`src/rtl/aes_sched_pkg.sv`:
```
// aes_sched_pkg: shared types and helpers for the AES job scheduler.
// State encoding, datapath width and the grant one-hot helper.
package aes_sched_pkg;

    localparam int AES_W   = 128;
    localparam int MAX_REQ = 8;

    typedef enum logic [2:0] {
        IDLE    = 3'd0,
        LOAD    = 3'd1,
        RUN     = 3'd2,
        CAPTURE = 3'd3,
        RELEASE = 3'd4,
        ABORT   = 3'd5,
        RESPOND = 3'd6
    } sched_state_t;

    function automatic logic [MAX_REQ-1:0] onehot(input logic [2:0] idx);
        logic [MAX_REQ-1:0] v;
        v      = '0;
        v[idx] = 1'b1;
        return v;
    endfunction

endpackage

```
`src/rtl/rr_arbiter.sv`:
```
// rr_arbiter: combinational round-robin pick.
// Returns the first requester after 'last', wrapping modulo N.
module rr_arbiter #(
    parameter int N  = 2,
    parameter int IW = (N > 1) ? $clog2(N) : 1
) (
    input  logic [N-1:0]  req,
    input  logic [IW-1:0] last,
    output logic          valid,
    output logic [IW-1:0] idx
);

    // scan from farthest to nearest so the nearest requester wins
    always_comb begin
        valid = 1'b0;
        idx   = '0;
        for (int k = N; k >= 1; k--) begin
            if (req[(int'(last) + k) % N]) begin
                valid = 1'b1;
                idx   = IW'((int'(last) + k) % N);
            end
        end
    end

endmodule

```
`src/rtl/aes_job_scheduler.sv`:
```
// aes_job_scheduler: round-robin owner of the shared AES-128 decrypt core.
// Latches a job, runs the core, captures plaintext, then releases or aborts.
module aes_job_scheduler #(
    parameter int NUM_REQ        = 2,
    parameter int AES_W          = aes_sched_pkg::AES_W,
    parameter int TIMEOUT_CYCLES = 1024
) (
    input  logic                     CLK,
    input  logic                     RESET,
    input  logic [NUM_REQ-1:0]       REQ,
    input  logic [NUM_REQ*AES_W-1:0] REQ_KEY,
    input  logic [NUM_REQ*AES_W-1:0] REQ_MSG,
    output logic [NUM_REQ-1:0]       GNT,
    output logic [NUM_REQ-1:0]       DONE,
    output logic                     ERR,
    output logic [AES_W-1:0]         RESULT,
    output logic                     BUSY,
    output logic [AES_W-1:0]         CORE_KEY,
    output logic [AES_W-1:0]         CORE_MSG,
    output logic                     CORE_START,
    output logic                     CORE_RESET,
    input  logic                     CORE_DONE,
    input  logic [AES_W-1:0]         CORE_MSG_DEC
);
    import aes_sched_pkg::*;

    localparam int IW = (NUM_REQ > 1) ? $clog2(NUM_REQ) : 1;
    localparam int CW = (TIMEOUT_CYCLES > 1) ? $clog2(TIMEOUT_CYCLES) : 1;
    localparam logic [CW-1:0] CNT_LAST = CW'(TIMEOUT_CYCLES - 1);

    sched_state_t         state;
    logic [IW-1:0]        last_grant;
    logic [CW-1:0]        cnt;
    logic                 abort_flag;
    logic [NUM_REQ-1:0]   gnt_q;
    logic [AES_W-1:0]     result_q;
    logic [AES_W-1:0]     key_q;
    logic [AES_W-1:0]     msg_q;

    logic                 arb_valid;
    logic [IW-1:0]        arb_idx;

    logic                 start_c;
    logic                 creset_c;
    logic [NUM_REQ-1:0]   done_c;
    logic                 err_c;
    logic                 busy_c;
    logic                 state_ok;

    rr_arbiter #(
        .N  (NUM_REQ),
        .IW (IW)
    ) u_arb (
        .req   (REQ),
        .last  (last_grant),
        .valid (arb_valid),
        .idx   (arb_idx)
    );

    // job sequencing: arbitrate, load, run, then capture or abort
    always_ff @(posedge CLK) begin
        if (!RESET) begin
            state      <= IDLE;
            last_grant <= IW'(NUM_REQ - 1);
            cnt        <= '0;
            abort_flag <= 1'b0;
            gnt_q      <= '0;
            result_q   <= '0;
            key_q      <= '0;
            msg_q      <= '0;
        end else begin
            case (state)
                IDLE: begin
                    if (arb_valid) begin
                        last_grant <= arb_idx;
                        gnt_q      <= NUM_REQ'(onehot(3'(arb_idx)));
                        state      <= LOAD;
                    end
                end
                LOAD: begin
                    key_q      <= REQ_KEY[int'(last_grant)*AES_W +: AES_W];
                    msg_q      <= REQ_MSG[int'(last_grant)*AES_W +: AES_W];
                    cnt        <= '0;
                    abort_flag <= 1'b0;
                    state      <= RUN;
                end
                RUN: begin
                    cnt <= cnt + 1'b1;
                    if (CORE_DONE) begin
                        state <= CAPTURE;
                    end else if (cnt == CNT_LAST) begin
                        state <= ABORT;
                    end
                end
                CAPTURE: begin
                    result_q <= CORE_MSG_DEC;
                    state    <= RELEASE;
                end
                RELEASE: begin
                    state <= RESPOND;
                end
                ABORT: begin
                    abort_flag <= 1'b1;
                    state      <= RESPOND;
                end
                RESPOND: begin
                    gnt_q      <= '0;
                    abort_flag <= 1'b0;
                    state      <= IDLE;
                end
                default: begin
                    gnt_q      <= '0;
                    abort_flag <= 1'b0;
                    state      <= IDLE;
                end
            endcase
        end
    end

    // core handshake and requester strobes decoded from the state
    always_comb begin
        start_c  = 1'b0;
        creset_c = 1'b0;
        done_c   = '0;
        err_c    = 1'b0;
        busy_c   = 1'b1;
        state_ok = 1'b1;
        case (state)
            IDLE:    busy_c = 1'b0;
            LOAD:    busy_c = 1'b1;
            RUN:     start_c = 1'b1;
            CAPTURE: busy_c = 1'b1;
            RELEASE: start_c = 1'b1;
            ABORT:   creset_c = 1'b1;
            RESPOND: begin
                done_c = gnt_q;
                err_c  = abort_flag;
            end
            default: begin
                busy_c   = 1'b0;
                state_ok = 1'b0;
            end
        endcase
    end

    assign GNT        = state_ok ? gnt_q : '0;
    assign DONE       = done_c;
    assign ERR        = err_c;
    assign BUSY       = busy_c;
    assign RESULT     = result_q;
    assign CORE_KEY   = key_q;
    assign CORE_MSG   = msg_q;
    assign CORE_START = start_c;
    assign CORE_RESET = creset_c;

endmodule

```
`config.mk`:
```
export PLATFORM = sky130hd
export DESIGN_NAME = aes_job_scheduler
export DESIGN_NICKNAME = d
export VERILOG_FILES = /design/src/rtl/aes_sched_pkg.sv /design/src/rtl/rr_arbiter.sv /design/src/rtl/aes_job_scheduler.sv
export SDC_FILE = /design/constraint.sdc
export NUM_CORES = 1
export LEC_CHECK = 0
export BUFFER_PORTS_ARGS = -buffer_cell sky130_fd_sc_hd__buf_2
export CAP_MARGIN = 25
export CORE_AREA = 2 2 408 410
export CTS_CLUSTER_DIAMETER = 200
export DETAILED_ROUTE_END_ITERATION = 8
export DIE_AREA = 0 0 410 412
export PLACE_DENSITY_LB_ADDON = 0.08
export SLEW_MARGIN = 20
export SYNTH_ARGS = -nofsm -noshare
export SYNTH_HDL_FRONTEND = slang
export SYNTH_SLANG_ARGS = --single-unit
```
`constraint.sdc`:
```
create_clock -name CLK -period 1.61 [get_ports CLK]
set_input_delay 0.161 -clock CLK [delete_from_list [all_inputs] [get_ports CLK]]
set_output_delay 0.161 -clock CLK [all_outputs]
set_load 0.05 [all_outputs]
```
; ---- After elaboration in Yosys (flattened, before gate mapping)
; Index checks and enable logic that the tools add are counted.
[word_totals]
reg_bits = 401
elab_cells = 68
inputBits = 645
[op_classes]
reduce_logical = 12
bitwise = 3
add_sub_neg = 3
muxes = 27
n_eq_ne = 9
shifts = 2
magnitude_cmp = 4
[ops]
columns = operator, n
row1 = $shiftx A256 B9 Y128, 2
row2 = $pmux W10 S2, 1
row3 = $mux W1, 16
row4 = $pmux W3 S5, 1
row5 = $add A10 B1 Y10 const B, 1
row6 = $eq A10 B10 Y1 const B, 1
row7 = $eq A3 B3 Y1 const B, 3
row8 = $mux W3, 3
row9 = $reduce_or A7 Y1, 1
row10 = $eq A3 B2 Y1 const B, 2
row11 = $lt A2 B3 Y1 const B, 2
row12 = $mux W2, 3
row13 = $reduce_and A2 Y1, 3
row14 = $reduce_or A6 Y1, 1
row15 = $reduce_or A5 Y1, 1
row16 = $lt A1 B4 Y1 const B, 1
row17 = $pmux W2 S2, 1
row18 = $reduce_or A2 Y1, 2
row19 = $reduce_or A4 Y1, 1
row20 = $eq A3 B1 Y1 const B, 1
row21 = $logic_not A3 Y1, 1
row22 = $ne A3 B3 Y1 const B, 1
row23 = $add A1 B1 Y1 const B, 2
row24 = $and A1 B1 Y1 const A, 2
row25 = other kinds (7), 7

; ---- Depth between registers and ports, before layout
; Gate-level depths: netlist of run 1.
[depth]
depth_word = 13
mapped_depth = 7
ltp_nobuf = 4

; ---- Hierarchy
; A second synthesis of run 1 with hierarchy kept.
[hier_totals]
hier_cells = 1809
area_unflattened_um2 = 16336.9
[modules_own_cells]
columns = module, cells_per_inst, seq_area_each_um2, area_each_um2, n_inst
row1 = aes_job_scheduler, 1807, 8027.7, 16323.2, 1
row2 = rr_arbiter, 2, 0.0, 13.8, 1

; ---- Worst setup path before layout of run 1
; Ideal clock, no wire load.
[synth_path]
path_kind = reg-to-output
from = register state[0]
to = output port DONE[0]
required_ns = 1.449
arrival_time_ns = 1.950
path_slack_ns = -0.501
path_stages_with_launch = 5
cell_sequence = dfxtp_1 > buf_6 > buf_2 > buf_1 > nor3b_1
[synth_via]
elab_chain_len = 2
[synth_rtl]
columns = element, line_no
row1 = from (decl), aes_job_scheduler.sv:31  ; sched_state_t state;
row2 = from (signal assigned), aes_job_scheduler.sv:63  ; state <= IDLE;
row3 = from (signal assigned), aes_job_scheduler.sv:77  ; state <= LOAD;
row4 = from (signal assigned), aes_job_scheduler.sv:85  ; state <= RUN;
row5 = $eq A3 B3 Y1, aes_job_scheduler.sv:128  ; case (state)
row6 = $mux W2, aes_job_scheduler.sv:128
row7 = to (decl), aes_job_scheduler.sv:14  ; output logic [NUM_REQ-1:0] DONE,
; No other way between the ends.

; ---- Worst setup path in the final report of run 1
[layout_path]
from = register state[0]
to = output port ERR
[layout_via]
elab_chain_len = 2
[layout_rtl]
columns = element, line_no
row1 = $eq A3 B3 Y1, aes_job_scheduler.sv:128
row2 = $mux W1, aes_job_scheduler.sv:128
row3 = to (decl), aes_job_scheduler.sv:15  ; output logic ERR,
; No other way between the ends.

==> results.md, run 1 <==
* Avg Inst Size Synth at 9.62 um^2
* Slew Limit Fails at 0
* CTS root buf: clkbuf_16
* Hold Crit Depth at 4
* Hold Path Class: in2reg
* Layout cells sized above 1 at 47.2%
* Crit path kind: reg2out
* Area grow syn2layout at 115%
* Worst-Margin Slew at 0.408 ns
* Setup ws final at -0.248 ns
* Multiplexer area fraction after synthesis at 14.7%
* H-tree depth at 2
* Reg2Reg Depth at 10
* FF-to-FF setup slack at -0.23 ns
* Global route overflow at 0
* RSZ-0062 raised after global routing: true
* Crit start category: flop
* Worst setup EP type: primary output
* Hold EP: CORE_MSG[102]
* Syn Inst Count at 1828
* GPL Wtd Cong at 0.759
* Worst VDD drop at 595 uV
* Post-DP HPWL at 79.8 mm
* Finished Layout Cells at 5917
* Via count at 20600
* Failing checks: negative setup slack
* Pin count of the biggest net entering global routing at 49
* LEAKAGE at 17.3 nW
* Simple-gate share of the synthesized area at 13.2%
* Hold path start: REQ_MSG[230]
* Post-synth top flop: dfxtp_1
* Gr usage total at 11.8%
* Asr flop ratio synth at 0%
* R2r startpoint: state[0]
* #FFs+latches synth at 401
* Synth area leader: dfxtp_1
* PD cells at 1120 nW/um^2
* Die width at 410 um
* Most frequent cell after synthesis: dfxtp_1
* Adder-Cell Fraction of Synth Area at 0.0711%
* Ys Warns at 0
* Die height at 412 um
* Clock transition at the registers of the reported paths at 0.06 ns
* Antenna Nets Post-Route at 0
* Vias in the first global route at 21300
* Wire per inst at 18.9 um
* Initial Utilization at 10.7%
* Total Nets Final at 4321
* Critical path peak fanout at 6
* Core area at 164000 um^2
* Standard-cell row count at 149
* CTS Buf Count at 57
* Cells after DPL at 5063
* Synth area leaders: dfxtp_1 (46%), mux2i_1 (15%), a211oi_2 (12%)
* Required time worst endpoint at 1.45 ns
* Post-layout min period at 1.86 ns
* Post-synth EDFFs at 0
* Final setup violation count at 329
* Final period util at 115%
* Main combinational cell family by area after synthesis: compound AO/OA/AOI/OAI gates
* Clock Path Buffers at 3
* First-pass GRT wire length at 147 mm
* Final hold vios at 0
* Top post-synthesis cells by count: dfxtp_1 (401), nand2_1 (266), nor2_1 (260)
* DR vias/cell at 3.48
* CTS tree: built
* Synth Cell Area at 17600 um^2
* Fmax at 538 MHz
* Post-Syn Nets at 2474
* Unique masters post-synth at 53
* Die area at 169000 um^2
* Status: finished with violations
* Clock skew at 0.0135 ns
* Initial antenna violation count at 19
* Compound-Gate Fraction of Synth Area at 21.2%
* Final Hold Slack at 0.0588 ns
* Pwr Total at 42.3 mW
* # clock sinks at 401
* Clock Latency Late Sink at 0.64 ns
* Max_cap viols at 0
* Worst path arrival time at 1.70 ns
* Final wirelength at 112 mm
* Slew HR at 72.0%
* Setup TNS at -38.00 ns
* Synth Area in XOR/XNOR at 0.0498%
* DRT iter0 DRCs at 521
* First-pass iteration count of the detailed router at 4
* Io pins at 1037
* DRC viols at 0
* IO buf count at 1036
* Register area share after synthesis at 45.6%
* Worst reg2reg endpoint: CORE_KEY[3]
* Share of the synthesized area in the top cell type at 45.6%
## layout make-up
cell class | instances | area [um^2]
Fill cell | 18000 | 126000
Sequential cell | 401 | 8040
Antenna cell | 12 | 30.0
Multi-Input combinational cell | 1253 | 9220
Tap cell | 2189 | 2740
Clock buffer | 88 | 1710
Inverter | 5 | 26.3
Timing Repair Buffer | 1957 | 15900
Clock inverter | 12 | 144
## report_power, final
group          switching, mW  internal [mW]  leakage (nW)  total, mW
sequential             0.641           11.1          3.28       11.8
combinational           10.3           7.28          13.1       17.6
clock                   5.21           7.67         0.904       12.9
total                   16.2           26.1          17.3       42.3
## cells in the final DEF, fill, tap and decap left out, types with 5 or more instances in the layout
cell / n
buf_16: 20
buf_6: 48
a211oi_1: 38
a21boi_1: 13
a21oi_1: 88
mux2i_1: 251
buf_8: 27
dlygate4sd3_1: 575
nand3_1: 5
clkbuf_1: 17
clkinv_2: 6
diode_2: 12
a21boi_0: 34
nor2_2: 40
nor2b_1: 5
clkbuf_8: 12
buf_12: 66
buf_4: 153
nor2_1: 218
buf_2: 1024
dfxtp_1: 397
nand2b_1: 6
mux2i_4: 5
nand2_1: 263
a211oi_2: 216
clkbuf_16: 103
## what timing repair did
action | in CTS | in global routing
gates cloned | 17 | 52
gates resized for setup | 192 | 142
buffers inserted | 50 | 63
endpoints found under the hold margin | 356 | 0
setup endpoints to repair | 67 | 373
hold buffers | 575 | 0
pin swaps | 75 | 143
## metrics by stage
| step | utilization [%] | worst slack (ns) | cell area, um^2 |
|---|---|---|---|
| 2_1_floorplan | - | -0.0365 | 17600 |
| 3_3_place_gp | 16.2 | -0.156 | 26600 |
| 3_5_place_dp | 16.2 | -0.196 | 26600 |
| 4_1_cts | 21.8 | -0.384 | 35900 |
| 5_1_grt | 23.0 | -0.357 | 37900 |
| 6_report | 23.0 | -0.248 | 37900 |
## layer usage
layer / track usage [%] / vias up / wire, um
li1: - / 10200 / -
met1: 12.9 / 9599 / 43700
met2: 21.1 / 670 / 56300
met3: 4.16 / 146 / 8690
met4: 3.56 / 6 / 2960
met5: 0 / - / 38
## logic make-up (layout without fill, tap and decap cells)
group	count (synthesis)	count (layout)
compound gates	418	418
mux	258	258
xor+xnor	1	1
fa+ha+maj	1	1
flops	401	401
simple gates	575	575
buf+inv	174	2062
other cells	0	12
## critical path: stages, from the launching register on
cell	delay [ns]
dfxtp_2	0.32
buf_6	0.12
buf_12	0.14
nor3b_4	0.29
buf_12	0.19
## registers in the layout, summed over array words and instances, names as in the netlist
signal      flops
CORE_KEY      128
CORE_MSG      128
RESULT        128
abort_flag      1
cnt            10
gnt_q           2
last_grant      1
state           3
## worst max-delay path by stage
stage | start | end | depth (start not counted)
finish | state[0] | ERR | 4
global route | state[0] | ERR | 4
CTS | state[2] | ERR | 4
detailed placement | last_grant | CORE_MSG[11] | 5
global placement | last_grant | CORE_MSG[11] | 5
floorplan | state[0] | DONE[0] | 4
Note: power is estimated with default switching activity, not from simulation.
==> run 2: changes to the inputs <==
--- a/config.mk
+++ b/config.mk
@@ -12,6 +12,7 @@
 export DETAILED_ROUTE_END_ITERATION = 8
 export DIE_AREA = 0 0 410 412
 export PLACE_DENSITY_LB_ADDON = 0.08
+export RECOVER_POWER = 25
 export SLEW_MARGIN = 20
 export SYNTH_ARGS = -nofsm -noshare
 export SYNTH_HDL_FRONTEND = slang
==> results.md, run 2 (synthesized netlist as in run 1, its figures left out) <==
* Grt met2 use at 21.1%
* Crit path kind: reg2out
* Standard-cell row count at 149
* Core area at 164000 um^2
* Place WS at -0.196 ns
* Setup ws final at -0.248 ns
* Max_cap viols at 0
* Most frequent cells in the layout: buf_2 (928), dlygate4sd3_1 (575), dfxtp_1 (397)
* Reg power frac at 27.9%
* Net Sw Power at 16.2 mW
* Initial antenna violation count at 19
* Cells after DPL at 5063
* M1 GR Usage at 12.9%
* Initial Utilization at 10.7%
* Crit path from: state[0]
* Io pins at 1037
* Total Nets Final at 4321
* GRT busiest layer: met2
* CP endpoint: ERR
* Pin count of the biggest net entering global routing at 49
* Internal power at 26.1 mW
* Finished Layout Cells at 5917
* Worst path arrival time at 1.70 ns
* Final setup violation count at 328
* Critical path peak fanout at 6
* Via count at 20600
* FF-to-FF setup slack at -0.23 ns
* H-tree depth at 2
* Required time worst endpoint at 1.45 ns
* Die width at 410 um
* DR vias/cell at 3.48
* DRT iter0 DRCs at 531
* Slew Limit Fails at 0
* Final wirelength at 112 mm
* Final period util at 115%
* DRC viols at 0
* RSZ-0062 raised after global routing: true
* Switching fraction of total power at 38.3%
* LEAKAGE at 17.2 nW
* Clock Latency Late Sink at 0.64 ns
* # clock sinks at 401
* CTS tree: built
* Status: finished with violations
* Post-layout min period at 1.86 ns
* Clock Path Buffers at 3
* Wire per inst at 18.9 um
* Final hold vios at 0
* Vias in the first global route at 21300
* Worst VDD drop at 586 uV
* Worst reg2reg endpoint: CORE_KEY[3]
* R2r startpoint: state[0]
* CTS Buf Count at 57
* GR Util met3 at 4.16%
* CTS root buf: clkbuf_16
* Die height at 412 um
* Layout cells sized above 1 at 47.2%
* Fmax at 538 MHz
* Failing checks: negative setup slack
* Die area at 169000 um^2
* Crit start category: flop
* PD cells at 1120 nW/um^2
* Worst-Margin Slew at 0.410 ns
* Global route overflow at 0
* Hold Path Class: in2reg
* Slew HR at 71.9%
* GPL Wtd Cong at 0.759
* Reg2Reg Depth at 10
* First-pass iteration count of the detailed router at 4
* Fill count at 18000
* Gr usage total at 11.8%
* Combinational share of power at 41.6%
* IO buf count at 1036
* Antenna Nets Post-Route at 0
* Multi-input logic area at 9220 um^2
* Clock transition at the registers of the reported paths at 0.06 ns
* First-pass GRT wire length at 147 mm
* Most common cell after layout, fill and taps aside: buf_2
* Clock Power Share at 30.5%
* Post-DP HPWL at 79.8 mm
* Final Hold Slack at 0.0587 ns
* Clock skew at 0.0135 ns
* Worst setup EP type: primary output
* Area occupied by registers at 8040 um^2
* Area grow syn2layout at 115%
[run 2: per-stage QoR]
step           area [um^2]  total power [mW]  util, %  setup TNS (ns)
2_1_floorplan        17600              20.5        -          -0.131
3_3_place_gp         26600              25.6     16.2          -0.894
3_5_place_dp         26600              25.5     16.2          -0.917
4_1_cts              35900              41.7     21.8          -43.52
5_1_grt              37800              44.5     23.0          -71.71
6_report             37800              42.2     23.0          -37.72
[run 2: final cells by class]
| cell class | count | share of cell area (%) |
|---|---|---|
| Timing Repair Buffer | 1957 | 42.1 |
| Multi-Input combinational cell | 1253 | 24.4 |
| Sequential cell | 401 | 21.2 |
| Tap cell | 2189 | 7.24 |
| Clock buffer | 88 | 4.51 |
| Clock inverter | 12 | 0.380 |
| Antenna cell | 12 | 0.0793 |
| Inverter | 5 | 0.0694 |
[run 2: worst min path at each step]
stage	from	end	depth (start not counted)
final	REQ_MSG[230]	CORE_MSG[102]	4
after global routing	REQ_KEY[12]	CORE_KEY[12]	4
after CTS	REQ_KEY[69]	CORE_KEY[69]	4
after detailed placement	CORE_MSG_DEC[76]	RESULT[76]	3
after global placement	CORE_MSG_DEC[9]	RESULT[9]	3
after floorplan	CORE_MSG_DEC[0]	RESULT[0]	2
[run 2: worst max-delay path: stages, from the launching register on]
cell and delay [ns]:
dfxtp_2 0.32, buf_6 0.12, buf_12 0.14, nor3b_4 0.29
buf_12 0.19
[run 2: repair_timing]
item | 4_1_cts | 5_1_grt
resized for setup | 192 | 142
hold buffers | 575 | 0
endpoints found under the hold margin | 356 | 0
setup endpoints to repair | 67 | 373
gates cloned | 17 | 52
pin swaps | 75 | 143
buffers inserted | 50 | 63
[run 2: routing by layer]
| metal | vias to the layer above | routed length, um |
|---|---|---|
| li1 | 10200 | - |
| met1 | 9609 | 43600 |
| met2 | 683 | 56200 |
| met3 | 149 | 8780 |
| met4 | 6 | 2960 |
| met5 | - | 38 |
[run 2: power groups by stage]
| stage | logic, mW | clock network (mW) | registers, mW |
|---|---|---|---|
| after floorplan | 4.58 | 0 | 16.0 |
| final | 17.6 | 12.9 | 11.8 |
| after CTS | 16.3 | 13.6 | 11.8 |
| after detailed placement | 13.5 | 0 | 12.0 |
| after global placement | 13.6 | 0 | 12.0 |
| after global routing | 18.7 | 13.9 | 12.0 |
